<file path="src/rtl/barcode_entry.sv">
// barcode_entry: push-button front end of the sale terminal.
// Synchronizes and debounces four active-low keys, emits one-cycle press
// pulses, assembles a 4-digit BCD barcode and offers it downstream over a
// valid/ready handshake.
// Optional build macro: BARCODE_BACKSPACE_EN (KEY[0] with SW[0]=0 deletes the
// last digit instead of clearing the whole entry).
module barcode_entry #(
    parameter int DEBOUNCE_CYCLES = 4
) (
    input  logic        CLOCK_50,
    input  logic        RESET,
    input  logic [3:0]  KEY,
    input  logic [2:0]  SW,
    input  logic        barcode_ready,
    output logic [15:0] barcode,
    output logic        barcode_valid,
    output logic [2:0]  digit_count,
    output logic [3:0]  key_pulse,
    output logic        entry_err
);

    // Last count value before a level change is accepted.
    localparam logic [7:0] DB_LAST = 8'(DEBOUNCE_CYCLES - 1);

    typedef enum logic {
        COLLECT = 1'b0,
        HOLD    = 1'b1
    } state_t;

    logic [3:0]  key_meta_reg;
    logic [3:0]  key_sync_reg;
    logic [3:0]  key_level_reg;
    logic [3:0]  key_armed_reg;
    logic [7:0]  db_cnt_reg [4];
    logic [3:0]  press_det;
    logic [3:0]  key_pulse_reg;
    logic [1:0]  flush_reg;
    logic        sw_meta_reg;
    logic        sw_sync_reg;

    state_t      state_reg;
    state_t      state_next;
    logic [15:0] barcode_reg;
    logic [15:0] barcode_next;
    logic [2:0]  count_reg;
    logic [2:0]  count_next;
    logic        err_reg;
    logic        err_next;

    logic        digit_hit;
    logic [3:0]  digit_val;

    // SW[2:1] carry no function in this block.
    logic unused_sw;
    assign unused_sw = ^SW[2:1];

    // Tracks how many edges since reset, so we know when key_sync_reg holds a real sample.
    always_ff @(posedge CLOCK_50) begin
        if (RESET) begin
            flush_reg <= 2'b00;
        end else begin
            flush_reg <= {flush_reg[0], 1'b1};
        end
    end

    // Two-flop synchronizers for the keys and the confirm-mode switch.
    always_ff @(posedge CLOCK_50) begin
        if (RESET) begin
            key_meta_reg <= 4'hF;
            key_sync_reg <= 4'hF;
            sw_meta_reg  <= 1'b1;
            sw_sync_reg  <= 1'b1;
        end else begin
            key_meta_reg <= KEY;
            key_sync_reg <= key_meta_reg;
            sw_meta_reg  <= SW[0];
            sw_sync_reg  <= sw_meta_reg;
        end
    end

    // Per-key debouncer. A key only becomes armed once a genuine released
    // sample is seen after reset, so a key held through reset must be
    // released and pressed again before it can register.
    generate
        for (genvar gi = 0; gi < 4; gi++) begin : g_key
            assign press_det[gi] = key_armed_reg[gi] && key_level_reg[gi]
                                   && !key_sync_reg[gi] && (db_cnt_reg[gi] == DB_LAST);

            // Stable level follows the synchronized sample after DEBOUNCE_CYCLES differing samples.
            always_ff @(posedge CLOCK_50) begin
                if (RESET) begin
                    key_level_reg[gi] <= 1'b1;
                    key_armed_reg[gi] <= 1'b0;
                    db_cnt_reg[gi]    <= 8'd0;
                end else begin
                    if (flush_reg[1] && key_sync_reg[gi]) begin
                        key_armed_reg[gi] <= 1'b1;
                    end
                    if (!key_armed_reg[gi] || (key_sync_reg[gi] == key_level_reg[gi])) begin
                        db_cnt_reg[gi] <= 8'd0;
                    end else if (db_cnt_reg[gi] == DB_LAST) begin
                        key_level_reg[gi] <= key_sync_reg[gi];
                        db_cnt_reg[gi]    <= 8'd0;
                    end else begin
                        db_cnt_reg[gi] <= db_cnt_reg[gi] + 8'd1;
                    end
                end
            end
        end
    endgenerate

    // Press pulses are registered on the same edge the stable level falls.
    always_ff @(posedge CLOCK_50) begin
        if (RESET) begin
            key_pulse_reg <= 4'h0;
        end else begin
            key_pulse_reg <= press_det;
        end
    end

    // Highest-priority digit key among those pulsing this cycle.
    always_comb begin
        digit_hit = 1'b1;
        digit_val = 4'd0;
        if (key_pulse_reg[3]) begin
            digit_val = 4'd1;
        end else if (key_pulse_reg[2]) begin
            digit_val = 4'd2;
        end else if (key_pulse_reg[1]) begin
            digit_val = 4'd3;
        end else begin
            digit_hit = 1'b0;
        end
    end

    // FSM state register.
    always_ff @(posedge CLOCK_50) begin
        if (RESET) begin
            state_reg <= COLLECT;
        end else begin
            state_reg <= state_next;
        end
    end

    // FSM next state: confirm a full code, release it on handshake.
    always_comb begin
        state_next = state_reg;
        case (state_reg)
            COLLECT: begin
                if (key_pulse_reg[0] && sw_sync_reg && (count_reg == 3'd4)) begin
                    state_next = HOLD;
                end
            end
            HOLD: begin
                if (barcode_ready) begin
                    state_next = COLLECT;
                end
            end
            default: state_next = COLLECT;
        endcase
    end

    // Barcode assembly, clear/backspace and error detection.
    always_comb begin
        barcode_next = barcode_reg;
        count_next   = count_reg;
        err_next     = 1'b0;
        if (state_reg == HOLD) begin
            if (barcode_ready) begin
                barcode_next = 16'h0000;
                count_next   = 3'd0;
            end
        end else if (key_pulse_reg[0]) begin
            if (sw_sync_reg) begin
                if (count_reg != 3'd4) begin
                    err_next = 1'b1;
                end
            end else begin
`ifdef BARCODE_BACKSPACE_EN
                if (count_reg != 3'd0) begin
                    case (count_reg)
                        3'd1:    barcode_next[15:12] = 4'h0;
                        3'd2:    barcode_next[11:8]  = 4'h0;
                        3'd3:    barcode_next[7:4]   = 4'h0;
                        default: barcode_next[3:0]   = 4'h0;
                    endcase
                    count_next = count_reg - 3'd1;
                end
`else
                barcode_next = 16'h0000;
                count_next   = 3'd0;
`endif
            end
        end else if (digit_hit) begin
            case (count_reg)
                3'd0:    barcode_next[15:12] = digit_val;
                3'd1:    barcode_next[11:8]  = digit_val;
                3'd2:    barcode_next[7:4]   = digit_val;
                3'd3:    barcode_next[3:0]   = digit_val;
                default: err_next            = 1'b1;
            endcase
            if (count_reg < 3'd4) begin
                count_next = count_reg + 3'd1;
            end
        end
    end

    // Datapath registers for the code under construction.
    always_ff @(posedge CLOCK_50) begin
        if (RESET) begin
            barcode_reg <= 16'h0000;
            count_reg   <= 3'd0;
            err_reg     <= 1'b0;
        end else begin
            barcode_reg <= barcode_next;
            count_reg   <= count_next;
            err_reg     <= err_next;
        end
    end

    // Outputs come straight from registers; valid is purely the HOLD state.
    always_comb begin
        barcode       = barcode_reg;
        barcode_valid = (state_reg == HOLD);
        digit_count   = count_reg;
        key_pulse     = key_pulse_reg;
        entry_err     = err_reg;
    end

endmodule

</file>
<file path="config.mk">
export PLATFORM = sky130hd
export DESIGN_NAME = barcode_entry
export DESIGN_NICKNAME = d
export VERILOG_FILES = /design/src/rtl/barcode_entry.sv
export SDC_FILE = /design/constraint.sdc
export NUM_CORES = 1
export LEC_CHECK = 0
export ABC_AREA = 1
export BUFFER_PORTS_ARGS = -buffer_cell sky130_fd_sc_hd__buf_2
export CAP_MARGIN = 0
export CORE_UTILIZATION = 45
export CTS_BUF_LIST = sky130_fd_sc_hd__clkbuf_16
export CTS_CLUSTER_DIAMETER = 40
export DETAILED_ROUTE_END_ITERATION = 10
export SLEW_MARGIN = 20
export SYNTH_ARGS = -nofsm -noshare
export SYNTH_HDL_FRONTEND = slang
export SYNTH_SLANG_ARGS = --single-unit
</file>
<file path="constraint.sdc">
create_clock -name CLOCK_50 -period 3.8 [get_ports CLOCK_50]
set_input_delay 0.57 -clock CLOCK_50 [delete_from_list [all_inputs] [get_ports CLOCK_50]]
set_output_delay 0.57 -clock CLOCK_50 [all_outputs]
set_load 0.02 [all_outputs]
</file>
### After elaboration in Yosys (flattened, before gate mapping)

Memories as Yosys holds them, arrays and structs flattened.
Index checks and enable logic that the tools add are counted.

| word-level totals | value |
|---|---|
| memories | 1 |
| word-level logic and storage cells | 197 |
| bits in registers | 45 |
| RAM bits | 32 |
| input bits | 10 |
| output and inout port bits | 25 |

| cells by class | value |
|---|---|
| reduce and logical (&&, ||, !) cells | 48 |
| multiplexer cells | 88 |
| add/sub/neg operators | 5 |
| bitwise operators | 17 |
| equal/unequal tests | 15 |
| order comparisons | 1 |

Memories:

| name | words | width | read ports | clocked after Yosys merged registers in | wr ports | line | text |
|---|---|---|---|---|---|---|---|
| db_cnt_reg | 4 | 8 | 4 | 0 | 4 | 34 | `logic [7:0] db_cnt_reg [4];` |

Operator list:

| cell | number |
|---|---|
| two-way mux 8 bit | 12 |
| two-way mux 16 bit | 5 |
| two-way mux 1 bit | 57 |
| adder 8 x 1 -> 8 bit, second input constant | 4 |
| == test 8 x 2 -> 1 bit, second input constant | 4 |
| AND reduction 4 bit | 5 |
| logical AND 1 bit | 18 |
| two-way mux 3 bit | 6 |
| nonzero test 3 bit | 6 |
| two-way mux 4 bit | 4 |
| bitwise OR 1 bit | 12 |
| zero test 1 bit | 8 |
| AND reduction 2 bit | 4 |
| == test 3 x 2 -> 1 bit, second input constant | 2 |
| two-way mux 2 bit | 3 |
| NOT 1 bit | 5 |
| == test 1 bit | 4 |
| logical OR 1 bit | 4 |
| OR reduction 4 bit | 1 |
| adder 3 x 1 -> 3 bit, second input constant | 1 |
| == test 3 x 1 -> 1 bit, second input constant | 1 |
| == test 3 bit, second input constant | 1 |
| zero test 3 bit | 1 |
| less-than comparator 3 bit, second input constant | 1 |
| other kinds (5) | 5 |

### Logic depth before layout (Yosys ltp)

| logic depth | value |
|---|---|
| word-level depth | 8 |
| mapped depth | 9 |
| mapped depth without buffers | 9 |

### Least setup slack after synthesis

No wires, ideal clock.

| timing | value |
|---|---|
| path type | reg-to-reg |
| start point | register count_reg[1] (netlist: digit_count[1]) |
| end point | register barcode_reg[0] (netlist: barcode[0]) |
| arrival time | 1.236 ns |
| buffers on the path | 0 |
| clock period less this slack | 1.349 ns |
| data required time | 3.687 ns |
| stages on the path, launching flop included | 10 |
| library setup time | 0.113 ns |
| setup slack | 2.451 ns |
| cell sequence | dfxtp_1 -> ha_1 -> ha_1 -> inv_1 -> nand2_1 -> nand2_1 -> nor2_4 -> nand2_1 -> nand2_1 -> nor2_1 |

| on the way | value |
|---|---|
| cells in the longest elaborated chain, start to end | 3 |

RTL lines:

| item | line | text |
|---|---|---|
| start, declared | 45 | `logic [2:0] count_reg;` |
| start signal, assigned | 216 | `count_reg <= count_next;` |
| == test 3 x 2 -> 1 bit | 195 | `case (count_reg)` |
| nonzero test 3 bit (no source line) | - |  |
| AND reduction 4 bit (no source line) | - |  |
| end signal, assigned | 215 | `barcode_reg <= barcode_next;` |
| end, declared | 43 | `logic [15:0] barcode_reg;` |

No other way between the ends.
A chain may end at the register's enable or synchronous reset.

==> summary.txt <==
Hold path
  – Min-delay src: flush_reg[0]
  – Worst hold path type: register to register
  – Hold endpoint: flush_reg[1]
  – Hold depth: 2

Timing
  – Max Freq: 627 MHz
  – Sum Neg Setup Slack: 0 ns
  – RSZ-0062 raised after global routing: false
  – Final period utilization: 41.9%
  – Final Slew Violations: 0
  – Final Setup Violations: 0
  – Final hold viol count: 0
  – Clk_skew: 0.00775 ns
  – Final min period: 1.59 ns

Logic synthesis
  – Post-synth cell types: 32
  – Mapped Area: 3380 um2
  – Seq cells post-synth: 69
  – Syn. warnings: 0
  – Avg Inst Size Synth: 8.42 um2
  – Seq/Total Area, Yosys: 50.4%
  – Syn Inst Count: 401

Floorplanning
  – # IOs: 35
  – Die Y: 88.6 um
  – Std cell rows: 31
  – Core box area: 7250 um2
  – Area of the die: 7850 um2
  – DIE WIDTH: 88.6 um
  – Starting Density: 46.5%

Clocking
  – Num CTS Buffers: 9
  – H-tree levels: 3
  – Post_cts resized: 0
  – Reg clk slew, reported paths: 0.05 ns
  – Hold-fix buffers, CTS: 0
  – CTS Root Cell: clkbuf_16
  – Total setup buffers inserted after CTS: 0
  – CTS tree: done
  – Clock buffer depth: 2
  – Clk sink count: 69
  – Skew-Pair Late Insertion Delay: 0.33 ns

Power and ir drop
  – Leakage Power: 1.85 nW
  – Power per Cell Area: 446 nW/um2
  – Peak VDD IR: 286 uV

Global routing
  – First-pass GRT wire length: 9.34 mm
  – Initial antenna violation count: 0
  – Largest net degree at the start of global routing: 26
  – Grt ovf: 0
  – Vias in the first global route: 2171
  – GRT Total Usage: 15.6%

Worst setup path
  – Critical Path RT: 3.98 ns
  – CP max stage delay: 0.34 ns
  – Worst reg2reg path endpoint: db_cnt_reg[3][4]
  – Arr. time, crit path: 1.77 ns
  – FF-to-FF Start: db_cnt_reg[3][0]
  – Crit path max fanout: 25
  – R2R depth: 6
  – Critical path type: input port to register
  – Worst path slowest cell: inv_2
  – Crit path from: RESET
  – CP Capture Type: register
  – Internal reg-to-reg setup slack: 2.30 ns
  – Startpoint type of the worst setup path: input port
  – Critical path cell sequence: buf_2, inv_2, nand2_1, a21oi_1, nand2_1, a21oi_1

Finish
  – Post-Route Utilization: 55.2%
  – Fin cells: 567
  – Fin area: 4000 um2
  – Filler cells: 671
  – Nets@finish: 482
  – Ant. Diodes: 0
  – Leading cell type in the layout, fill and taps excluded: nand2_1
  – Max FFs per register: 32
  – Layout area overhead: 18.5%
  – Layout cells sized above 1: 15.2%
  – Most frequent cells in the layout: nand2_1, nor2_1, inv_1, conb_1, dfxtp_1

Placed design
  – GPL Wtd Cong: 0.828
  – Post-DP HPWL: 3.88 mm
  – Input/output buffers: 24
  – Placed Area: 3670 um2
  – Placed Instances: 551

Routing
  – Post-DR vias/cell: 4.35
  – Via Count: 2467
  – DR WL/cell: 9.38 um
  – Starting DRT DRC Count: 85
  – Post-DRT Antenna Nets: 0
  – DRT Pass-1 Iters: 5
  – DRC: 0
  – Final WL: 5.32 mm

Run
  – MaxCap Viol Count: 0

Outcome
  – Outcome: finished clean
==> power by group <==
group / leakage [nW] / internal (mW) / switching (mW)
logic: 1.05 / 0.0204 / 0.0398
clock network: 0.170 / 0.607 / 0.301
registers: 0.633 / 0.799 / 0.0170
==> cells by family (layout without fill, tap and decap cells) <==
kind of cell,count (synthesis),after routing,synth area share [%]
buffers and inverters,64,93,8.52
AO/OA/AOI/OAI,13,13,2.11
adder cells (fa/ha/maj),9,9,3.34
XOR/XNOR,17,17,4.41
other,2,40,0.222
AND/OR/NAND/NOR,227,227,31.0
flip-flops,69,69,50.4
==> metrics by stage <==
| step | total power [mW] | hold WS, ns | setup WS [ns] |
|---|---|---|---|
| 2_1_floorplan | 0.885 | 0.388 | 2.45 |
| 3_3_place_gp | 0.890 | 0.389 | 1.88 |
| 3_5_place_dp | 0.892 | 0.399 | 1.84 |
| 4_1_cts | 1.81 | 0.410 | 2.19 |
| 5_1_grt | 1.85 | 0.420 | 2.04 |
| 6_report | 1.78 | 0.409 | 2.21 |
==> layer usage <==
metal  routed length, um  up-vias  global-route usage, %  share of wire (%)
met1                2680     1076                   19.8                 50
met2                2340       44                   24.8                 44
li1                    -     1337                      -                  -
met5                   0        -                      0                  0
met3                 176       10                   3.08                3.3
met4                 129        0                   9.24                2.4
==> critical path: cells and delay by family <==
family,cells,cell delay (ns)
buffers and inverters,2,0.51
and+or+nand+nor,2,0.36
AOI/OAI and AO/OA,2,0.32
==> final cells by class <==
cell class / instances / area, um2 / share of cell area (%)
clock buffer: 10 / 250 / 6.25
clock inverter: 6 / 77.6 / 1.94
inverter: 53 / 199 / 4.97
multi-input combinational: 306 / 1530 / 38.2
sequential: 69 / 1700 / 42.5
tap: 99 / 124 / 3.10
timing repair buffer: 24 / 120 / 3.00
==> cell usage after synthesis <==
master	n	share of area, %
or2_1	4	0.74
xor2_1	14	3.6
ha_1	9	3.3
nand2_8	1	0.59
clkbuf_8	1	0.41
o2111ai_1	1	0.26
a21oi_1	8	1.2
nor3_1	6	0.89
nand2_1	89	9.9
clkbuf_1	1	0.11
edfxtp_1	32	28
nand3_1	32	4.7
nor2_4	6	2.0
nand4_1	3	0.56
nor2_2	1	0.19
buf_4	8	1.8
dfxtp_1	37	22
or2_2	13	2.4
nand3_4	1	0.52
buf_6	1	0.33
nand2_2	2	0.37
o21a_1	1	0.22
nor4_1	1	0.19
xnor2_1	3	0.78
nor2_1	66	7.3
conb_1	2	0.22
o21ai_1	1	0.15
nor3_2	1	0.30
inv_1	46	5.1
inv_2	7	0.78
or2_4	1	0.26
o21ai_0	2	0.30
==> worst max path at each step <==
stage,to,slack [ns]
4_1_cts,db_cnt_reg[0][4],2.19
3_3_place_gp,db_cnt_reg[0][2],1.88
6_report,db_cnt_reg[0][2],2.21
5_1_grt,db_cnt_reg[0][2],2.04
2_1_floorplan,barcode[0],2.45
3_5_place_dp,db_cnt_reg[0][2],1.84
(Power assumes the default switching activity.)
